`src/rtl/ram_access_unit.sv`:
```
// ram_access_unit
// ---------------
// Initiator for the single-port synchronous word RAM. Takes byte/half/word
// load and store requests over a valid/ready handshake. It drives the RAM's
// r_wn/address/data_in port and consumes its registered data_out. The RAM
// writes whole 32-bit words only, so byte and half stores are done as
// read-modify-write.
//
// Optional feature: define RAM_ACCESS_ALIGN_CHECK_EN to reject the following
// requests through a one-cycle error response:
//   - size 11,
//   - a half with addr[0] set,
//   - a word with addr[1:0] nonzero.
// When the macro is undefined, those offset bits are ignored, size 11 acts
// as a word, and resp_err is constant 0.
//
// Ports
//   clk, rst            rising-edge clock; synchronous active-high reset
//   req_valid/ready     request handshake (ready only in IDLE, rst low)
//   req_we              1 = store, 0 = load
//   req_addr            byte address (word index [ADDR_W+1:2], lane [1:0])
//   req_size            00 byte, 01 half, 10 word, 11 illegal
//   req_unsigned        load zero-extend (1) / sign-extend (0)
//   req_wdata           right-aligned store data
//   resp_valid          one-cycle completion pulse
//   resp_rdata          extended load data (0 for stores/errors)
//   resp_err            rejected request, qualified by resp_valid
//   ram_r_wn            RAM control: 1 = read, 0 = write
//   ram_address         RAM word address
//   ram_data_in         RAM write data
//   ram_data_out        RAM registered read data
module ram_access_unit #(
  parameter int ADDR_W = 12
) (
  input  logic              clk,
  input  logic              rst,
  input  logic              req_valid,
  output logic              req_ready,
  input  logic              req_we,
  input  logic [ADDR_W+1:0] req_addr,
  input  logic [1:0]        req_size,
  input  logic              req_unsigned,
  input  logic [31:0]       req_wdata,
  output logic              resp_valid,
  output logic [31:0]       resp_rdata,
  output logic              resp_err,
  output logic              ram_r_wn,
  output logic [ADDR_W-1:0] ram_address,
  output logic [31:0]       ram_data_in,
  input  logic [31:0]       ram_data_out
);

  typedef enum logic [2:0] {
    IDLE, LD_WAIT, LD_CAP, RMW_WAIT, RMW_MERGE, ST_WR, RESP
  } state_e;

  localparam logic [1:0] SZ_BYTE = 2'b00;
  localparam logic [1:0] SZ_HALF = 2'b01;
  localparam logic [1:0] SZ_WORD = 2'b10;

  state_e              state_q, state_d;
  logic [1:0]          size_q, size_d;
  logic [1:0]          lane_q, lane_d;
  logic                unsigned_q, unsigned_d;
  logic [15:0]         wdata_q, wdata_d;       // only sub-word stores need it
  logic                resp_valid_q, resp_valid_d;
  logic [31:0]         resp_rdata_q, resp_rdata_d;
  logic                resp_err_q, resp_err_d;
  logic                ram_r_wn_q, ram_r_wn_d;
  logic [ADDR_W-1:0]   ram_address_q, ram_address_d;
  logic [31:0]         ram_data_in_q, ram_data_in_d;

  logic                req_err;
  logic [1:0]          req_size_eff;

`ifdef RAM_ACCESS_ALIGN_CHECK_EN
  assign req_err = (req_size == 2'b11)
                 | ((req_size == SZ_HALF) & req_addr[0])
                 | ((req_size == SZ_WORD) & (|req_addr[1:0]));
  assign req_size_eff = req_size;
`else
  assign req_err      = 1'b0;
  assign req_size_eff = (req_size == 2'b11) ? SZ_WORD : req_size;
`endif

  // Pick the addressed lane out of a RAM word and extend it to 32 bits.
  function automatic logic [31:0] load_extend(input logic [31:0] word,
                                              input logic [1:0]  size,
                                              input logic [1:0]  lane,
                                              input logic        uns);
    logic [7:0]  b;
    logic [15:0] h;
    case (lane)
      2'd0:    b = word[7:0];
      2'd1:    b = word[15:8];
      2'd2:    b = word[23:16];
      default: b = word[31:24];
    endcase
    h = lane[1] ? word[31:16] : word[15:0];
    case (size)
      SZ_BYTE: load_extend = uns ? {24'b0, b} : {{24{b[7]}}, b};
      SZ_HALF: load_extend = uns ? {16'b0, h} : {{16{h[15]}}, h};
      default: load_extend = word;
    endcase
  endfunction

  // Replace the addressed lane(s) of the old word with the new store data.
  function automatic logic [31:0] merge_lanes(input logic [31:0] word,
                                              input logic [1:0]  size,
                                              input logic [1:0]  lane,
                                              input logic [15:0] wdata);
    merge_lanes = word;
    if (size == SZ_BYTE) begin
      case (lane)
        2'd0:    merge_lanes[7:0]   = wdata[7:0];
        2'd1:    merge_lanes[15:8]  = wdata[7:0];
        2'd2:    merge_lanes[23:16] = wdata[7:0];
        default: merge_lanes[31:24] = wdata[7:0];
      endcase
    end else if (lane[1]) begin
      merge_lanes[31:16] = wdata;
    end else begin
      merge_lanes[15:0] = wdata;
    end
  endfunction

  // NOTE: every signal gets a default before the case so no path leaves it
  // unassigned; otherwise synthesis would infer a latch.
  always_comb begin
    state_d       = state_q;
    size_d        = size_q;
    lane_d        = lane_q;
    unsigned_d    = unsigned_q;
    wdata_d       = wdata_q;
    resp_valid_d  = 1'b0;              // RESP is one cycle; pulse ends by default
    resp_err_d    = 1'b0;
    resp_rdata_d  = resp_rdata_q;
    ram_r_wn_d    = 1'b1;              // the RAM writes on any edge with r_wn low
    ram_address_d = ram_address_q;
    ram_data_in_d = ram_data_in_q;

    case (state_q)
      IDLE: begin
        if (req_valid) begin
          size_d        = req_size_eff;
          lane_d        = req_addr[1:0];
          unsigned_d    = req_unsigned;
          wdata_d       = req_wdata[15:0];
          ram_address_d = req_addr[ADDR_W+1:2];
          if (req_err) begin
            state_d      = RESP;
            resp_valid_d = 1'b1;
            resp_err_d   = 1'b1;
            resp_rdata_d = 32'b0;
          end else if (!req_we) begin
            state_d = LD_WAIT;
          end else if (req_size_eff == SZ_WORD) begin
            state_d       = ST_WR;
            ram_r_wn_d    = 1'b0;
            ram_data_in_d = req_wdata;
          end else begin
            state_d = RMW_WAIT;
          end
        end
      end
      LD_WAIT:  state_d = LD_CAP;      // RAM latches the address on this edge
      LD_CAP: begin
        state_d      = RESP;
        resp_valid_d = 1'b1;
        resp_rdata_d = load_extend(ram_data_out, size_q, lane_q, unsigned_q);
      end
      RMW_WAIT: state_d = RMW_MERGE;
      RMW_MERGE: begin
        state_d       = ST_WR;
        ram_r_wn_d    = 1'b0;
        ram_data_in_d = merge_lanes(ram_data_out, size_q, lane_q, wdata_q);
      end
      ST_WR: begin
        state_d      = RESP;
        resp_valid_d = 1'b1;
        resp_rdata_d = 32'b0;
      end
      RESP:     state_d = IDLE;
      default:  state_d = IDLE;
    endcase
  end

  // NOTE: sequential state uses non-blocking assignments so all registers
  // update together from values sampled at the same edge.
  always_ff @(posedge clk) begin
    if (rst) begin
      state_q       <= IDLE;
      size_q        <= SZ_BYTE;
      lane_q        <= 2'b0;
      unsigned_q    <= 1'b0;
      wdata_q       <= 16'b0;
      resp_valid_q  <= 1'b0;
      resp_rdata_q  <= 32'b0;
      resp_err_q    <= 1'b0;
      ram_r_wn_q    <= 1'b1;
      ram_address_q <= '0;
      ram_data_in_q <= 32'b0;
    end else begin
      state_q       <= state_d;
      size_q        <= size_d;
      lane_q        <= lane_d;
      unsigned_q    <= unsigned_d;
      wdata_q       <= wdata_d;
      resp_valid_q  <= resp_valid_d;
      resp_rdata_q  <= resp_rdata_d;
      resp_err_q    <= resp_err_d;
      ram_r_wn_q    <= ram_r_wn_d;
      ram_address_q <= ram_address_d;
      ram_data_in_q <= ram_data_in_d;
    end
  end

  assign req_ready   = (state_q == IDLE) && !rst;
  assign resp_valid  = resp_valid_q;
  assign resp_rdata  = resp_rdata_q;
  assign resp_err    = resp_err_q;
  assign ram_r_wn    = ram_r_wn_q;
  assign ram_address = ram_address_q;
  assign ram_data_in = ram_data_in_q;

endmodule

```
`config.mk`:
```
export PLATFORM = sky130hd
export DESIGN_NAME = ram_access_unit
export DESIGN_NICKNAME = d
export VERILOG_FILES = /design/src/rtl/ram_access_unit.sv
export SDC_FILE = /design/constraint.sdc
export NUM_CORES = 1
export LEC_CHECK = 0
export ABC_AREA = 1
export BUFFER_PORTS_ARGS = -buffer_cell sky130_fd_sc_hd__buf_2
export CAP_MARGIN = 20
export CORE_AREA = 2 2 85 148
export DETAILED_ROUTE_END_ITERATION = 10
export DIE_AREA = 0 0 87 150
export GPL_ROUTABILITY_DRIVEN = 0
export PLACE_DENSITY = 0.83
export SYNTH_ARGS = -nofsm -noshare
export SYNTH_HDL_FRONTEND = slang
export SYNTH_SLANG_ARGS = --single-unit
```
`constraint.sdc`:
```
create_clock -name clk -period 1.4 [get_ports clk]
set_input_delay 0.28 -clock clk [delete_from_list [all_inputs] [get_ports clk]]
set_output_delay 0.28 -clock clk [all_outputs]
set_load 0.02 [all_outputs]
```
==> results of run 1 <==
through the flow:
| stage | setup TNS, ns | hold WS, ns | worst slack [ns] | util | power, µW |
|---|---|---|---|---|---|
| floorplan | 0 | 0.423 | 0.0334 | - | 7040 |
| global placement | -0.0346 | 0.448 | -0.0346 | 0.559 | 8600 |
| detailed placement | -1.25 | 0.451 | -0.0790 | 0.559 | 8690 |
| CTS | -0.0611 | 0.161 | -0.0511 | 0.587 | 11400 |
| global route | -3.04 | 0.170 | -0.133 | 0.606 | 12400 |
| finish | -0.208 | 0.159 | -0.0679 | 0.606 | 11800 |
synthesized netlist by cell type, drive strengths merged:
cell	count	area, µm²
a31oi	1	6.26
a21oi	194	1010
a22oi	1	7.51
nand3	69	375
a211oi	1	7.51
inv	59	224
clkbuf	35	131
o21ai	116	581
clkinv	1	3.75
nor3	1	5.00
nor2	14	80.1
o211ai	1	7.51
conb	1	3.75
dfxtp	102	2040
nand3b	1	7.51
buf	23	160
nand2	199	785
worst max-delay path: cells and delay by family, from the launching register on:
family	cells	cell delay (ns)
DFF	1	0.33
buffers and inverters	2	0.25
and+or+nand+nor	2	0.25
layout make-up:
type	count	share of cell area
clock buffer	10	0.0332
clock inverter	6	0.0104
inverter	60	0.0329
multi-input combinational	600	0.422
sequential	102	0.286
tap	137	0.0238
timing repair buffer	216	0.191
timing repair inverter	1	0.00104
worst paths after layout:
| kind | cells past startpoint | from | slack, ns | end |
|---|---|---|---|---|
| worst min register to register | 2 | resp_rdata[7] | 0.46 | resp_rdata[7] |
| worst max register to register | 6 | state_q[2] | -0.06 | ram_data_in[23] |
| worst min-delay path | 3 | req_addr[5] | 0.16 | ram_address[3] |
| worst max-delay path | 4 | state_q[1] | -0.07 | req_ready |
cell usage in the layout (no fill, tap or decap), types with 9 or more instances in the layout:
cell type,netlist,final
a21oi_1,183,173
dfxtp_1,102,96
o21ai_1,5,17
nand2_1,186,174
a21oi_2,11,21
nand3_1,66,56
buf_4,2,38
nand2_2,12,24
inv_1,53,50
nand3_2,1,10
buf_12,1,9
buf_2,16,162
o21ai_0,111,97
clkbuf_16,0,10
power by group through the flow:
| stage | logic (µW) | clock network (µW) | registers (µW) |
|---|---|---|---|
| 2_1_floorplan | 2790 | 0 | 4240 |
| 3_3_place_gp | 4720 | 0 | 3880 |
| 3_5_place_dp | 4810 | 0 | 3880 |
| 4_1_cts | 4880 | 2670 | 3830 |
| 5_1_grt | 5770 | 2770 | 3910 |
| 6_report | 5280 | 2650 | 3860 |
state kept, by name, indices dropped and copies added, names as in the netlist, 2 cells and up:
| signal | cells |
|---|---|
| ram_data_in | 32 |
| lane_q | 2 |
| wdata_q | 16 |
| state_q | 3 |
| ram_address | 12 |
| resp_rdata | 32 |
| size_q | 2 |
cells by family after synthesis:
kind of cell | synth area share
AO/OA/AOI/OAI | 0.298
AND/OR/NAND/NOR | 0.230
buffers and inverters | 0.0955
flip-flops | 0.375
other | 0.000689
what timing repair did:
action	CTS	global route
setup buffers	0	1
cloned	0	3
endpoints found under the setup margin	51	82
pin swaps	1	11
resized for setup	14	59
layer usage:
layer / vias to the layer above / GRT usage / wire length (µm)
li1: 3100 / - / -
met1: 2889 / 0.309 / 6950
met2: 314 / 0.474 / 9470
met3: 79 / 0.0474 / 1350
met4: 0 / 0.164 / 1200
met5: - / 0 / 0
==> results.cfg, run 1 <==
[status]
status = finished, violations left
violations = setup timing

[timing]
min_period_over_period = 1.05
rsz0062_at_grt = yes
hold_violations = 0
period_minus_slack_ns = 1.47
skew_ns = 0.0124
setup_ws_ns = -0.0679
clock.fmax_ghz = 0.681
slew_violations = 0
setup_viol = 5

[drt]
drt-wirelength-per-cell_um = 16.8
via_per_inst = 5.64
ant_nets = 0
drtPass1Iterations = 5
drtIter0Drc = 538
vias = 6382
wl_um = 19000
drcViolationCount = 0

[pwr]
combPwrFrac = 0.448
p_seq_frac = 0.327
p_sw_uw = 4920
ir_drop_v = 0.000867
power_density_mw_per_mm2 = 1640
clock_power_share = 0.225
swShare = 0.418
power.internal_uw = 6860
p_leak_uw = 0.00329

[final_layout]
finalInstanceArea_mm2 = 0.00719
syn_to_final_growth_pct = 32.3
drive_above_1_share = 0.321
antenna_cells = 0
fin_cells = 1132
fin_nets = 1075
multiInputGateArea_mm2 = 0.00304
nFillCells = 1077
area.sequential_mm2 = 0.00205

[place]
place_area_mm2 = 0.00663
port_buffers = 163
dp_hpwl_um = 13700
dp.cells = 1112

[cts]
ctsHoldBuffers = 0
htree_levels = 3
cts-buffers-inserted = 9
cts-root-buf = clkbuf_16
worst_setup_hold_path_clk_slew_ns = 0.08
clkSinkCount = 102
cts_tree = yes
clock_latency_ns = 0.36
cts_buffer_depth = 2

[hold_path]
hold_path.class = input port to register

[logic_synthesis]
ys_types = 30
synth_area_per_cell_um2 = 6.64
synth.cell_area_mm2 = 0.00544
synth.net_count = 904
synth-warning-count = 0
seq_area_frac_synth = 0.375
ys_ff_latch = 102
netlist_instances = 819

[critical_path]
end_kind = output pin
cp_max_fo = 5
crit_slowest_cell = dfxtp_2
critical_path_class = register to output pin
cp_data_arrival_time_ns = 1.19
max_stage_delay_ns = 0.33
crit_path_start_kind = register
path_cells = nor2_2 -> inv_2 -> nor3_2 -> buf_4
critPathRequiredTime_ns = 1.12

[floorplan]
core_mm2 = 0.0119
row_count = 53
die_w_um = 87
die_area_mm2 = 0.0131
ios = 165
start_util = 0.458
die_h_um = 150

[global_routing]
grtUsageTotal = 0.275
grt_max_degree = 36
grt.overflow.total = 0
grt_pass1_vias = 5713
grt_pass1_wl_um = 28300
grt_antenna_before_repair = 0

[flow_run]
cap_violations = 0
Note: power is estimated with default switching activity, not from simulation.
==> run 2, diff against run 1 <==
--- a/config.mk
+++ b/config.mk
@@ -10,7 +10,7 @@
 export CAP_MARGIN = 20
-export CORE_AREA = 2 2 85 148
+export CORE_AREA = 2 2 79 137
 export DETAILED_ROUTE_END_ITERATION = 10
-export DIE_AREA = 0 0 87 150
+export DIE_AREA = 0 0 81 139
 export GPL_ROUTABILITY_DRIVEN = 0
-export PLACE_DENSITY = 0.83
+export PLACE_DENSITY = 0.91
 export SYNTH_ARGS = -nofsm -noshare
==> constraint.sdc (replaced) <==
create_clock -name clk -period 1.9 [get_ports clk]
set_input_delay 0.095 -clock clk [delete_from_list [all_inputs] [get_ports clk]]
set_output_delay 0.095 -clock clk [all_outputs]
set_load 0.02 [all_outputs]
==> run 2 against run 1 <==
Flip-flop and latch count unchanged. Core utilization up 5.2 points. Global-route usage up 4.6 points. Cell count down 3.2%. Cell area down 7.0%. Non-clock buffer count down 26. Wire length down 5.2%. The run now ends clean. Combinational power down 38%. Critical path type is now register to register. Sequential power down 26%. Clock-buffer cell count unchanged. Largest cell class unchanged.
==> results.cfg, run 2 (same netlist as run 1, synthesis figures left out) <==
[cts]
cts_tree = yes
cts-root-buf = clkbuf_16
worst_setup_hold_path_clk_slew_ns = 0.07
htree_levels = 3
postCtsSetupBuffers = 0
clkSinkCount = 102
clock_latency_ns = 0.35
cts-buffers-inserted = 9
cts_buffer_depth = 2

[final_layout]
drive_above_1_share = 0.244
nFillCells = 925
final_cell_mix = 186 x nand2_1, 182 x a21oi_1, 163 x buf_2
syn_to_final_growth_pct = 23.1
fin_cells = 1096
fin_nets = 1047
finalInstanceArea_mm2 = 0.00669
final_common_cell = nand2_1

[global_routing]
grt_pass1_vias = 5826
grt_pass1_wl_um = 28300
grt_max_degree = 55
grt_antenna_before_repair = 4
grtUsageTotal = 0.321
grt.overflow.total = 0

[critical_path]
end_kind = register
r2r_cells = 6
cp_max_fo = 32
critical_path_class = register to register
crit_path_start_kind = register
reg2reg_slack_ns = 0.14
worstReg2RegStart = state_q[1]
r2r-end = ram_data_in[22]
cp_data_arrival_time_ns = 1.99
critPathRequiredTime_ns = 2.14

[timing]
rsz0062_at_grt = yes
min_period_over_period = 0.925
worstMarginPinSlew_ns = 0.996
relSlewSlack = 0.335
period_minus_slack_ns = 1.76
skew_ns = 0.00720
clock.fmax_ghz = 0.569
setup_viol = 0
hold_violations = 0
slew_violations = 0

[hold_path]
holdPathEnd = ram_address[8]
hold_path.class = input port to register
min-delay-start = req_addr[10]
min_delay_path_depth = 3

[pwr]
p_leak_uw = 0.00306
ir_drop_v = 0.000697
power_density_mw_per_mm2 = 1210

[drt]
vias = 6352
ant_nets = 0
drtPass1Iterations = 5
drt-wirelength-per-cell_um = 16.4
drtIter0Drc = 621
via_per_inst = 5.80
wl_um = 18000
drcViolationCount = 0

[flow_run]
cap_violations = 0

[floorplan]
ios = 165
start_util = 0.534
die_w_um = 81
die_h_um = 139
core_mm2 = 0.0102
row_count = 49
die_area_mm2 = 0.0113

[place]
dp_hpwl_um = 12900
port_buffers = 163
dp.cells = 1068
place_area_mm2 = 0.00626

[status]
status = complete, no violations
run 2: critical path, cell delays in order (launching register included):
cell and delay, ns:
dfxtp_1 0.34, nor2_1 0.14, inv_2 0.09, nor2_2 0.17, clkinvlp_4 0.49, a21oi_1 0.32, a21oi_1 0.09
run 2: what timing repair did:
action	4_1_cts	5_1_grt
hold buffers	10	0
endpoints found under the hold margin	10	0
gates resized for setup	0	2
setup endpoints to repair	0	5
run 2: per-stage QoR:
stage	power, µW	hold slack, ns	setup WS (ns)	setup TNS, ns	util
after floorplan	5190	0.238	0.533	0	-
after global placement	5960	0.345	0.258	0	0.615
after detailed placement	6020	0.350	0.184	0	0.615
after CTS	8010	0.0000194	0.165	0	0.656
after global routing	8540	0.00950	-0.0205	-0.0424	0.658
final	8080	0.00349	0.142	0	0.658
run 2: per-layer routing:
layer	wire length, µm	vias to the layer above	global-route usage
li1	-	3038	-
met1	6520	2833	0.382
met2	8820	404	0.528
met3	1560	77	0.0514
met4	1080	0	0.195
met5	0	-	0
run 2: worst max path at each step:
| stage | startpoint | end | slack (ns) | depth (start not counted) |
|---|---|---|---|---|
| floorplan | lane_q[0] | resp_rdata[24] | 0.53 | 9 |
| global placement | state_q[1] | ram_data_in[7] | 0.26 | 6 |
| detailed placement | state_q[1] | ram_data_in[5] | 0.18 | 6 |
| CTS | state_q[1] | ram_data_in[5] | 0.16 | 6 |
| global route | state_q[1] | ram_data_in[26] | -0.02 | 6 |
| finish | state_q[1] | ram_data_in[22] | 0.14 | 6 |
run 2: power by group:
part / total, µW / internal [µW] / switching (µW)
sequential: 2840 / 2540 / 296
clock: 1990 / 1170 / 811
combinational: 3260 / 1040 / 2220
run 2: cell type report:
cell class | instances | area [µm²] | share of cell area
Antenna cell | 4 | 10.0 | 0.00150
Tap cell | 127 | 159 | 0.0237
Clock buffer | 10 | 239 | 0.0357
Sequential cell | 102 | 2040 | 0.305
Inverter | 60 | 231 | 0.0346
Clock inverter | 4 | 72.6 | 0.0108
Multi-Input combinational cell | 599 | 2880 | 0.431
Timing Repair Buffer | 190 | 1060 | 0.158
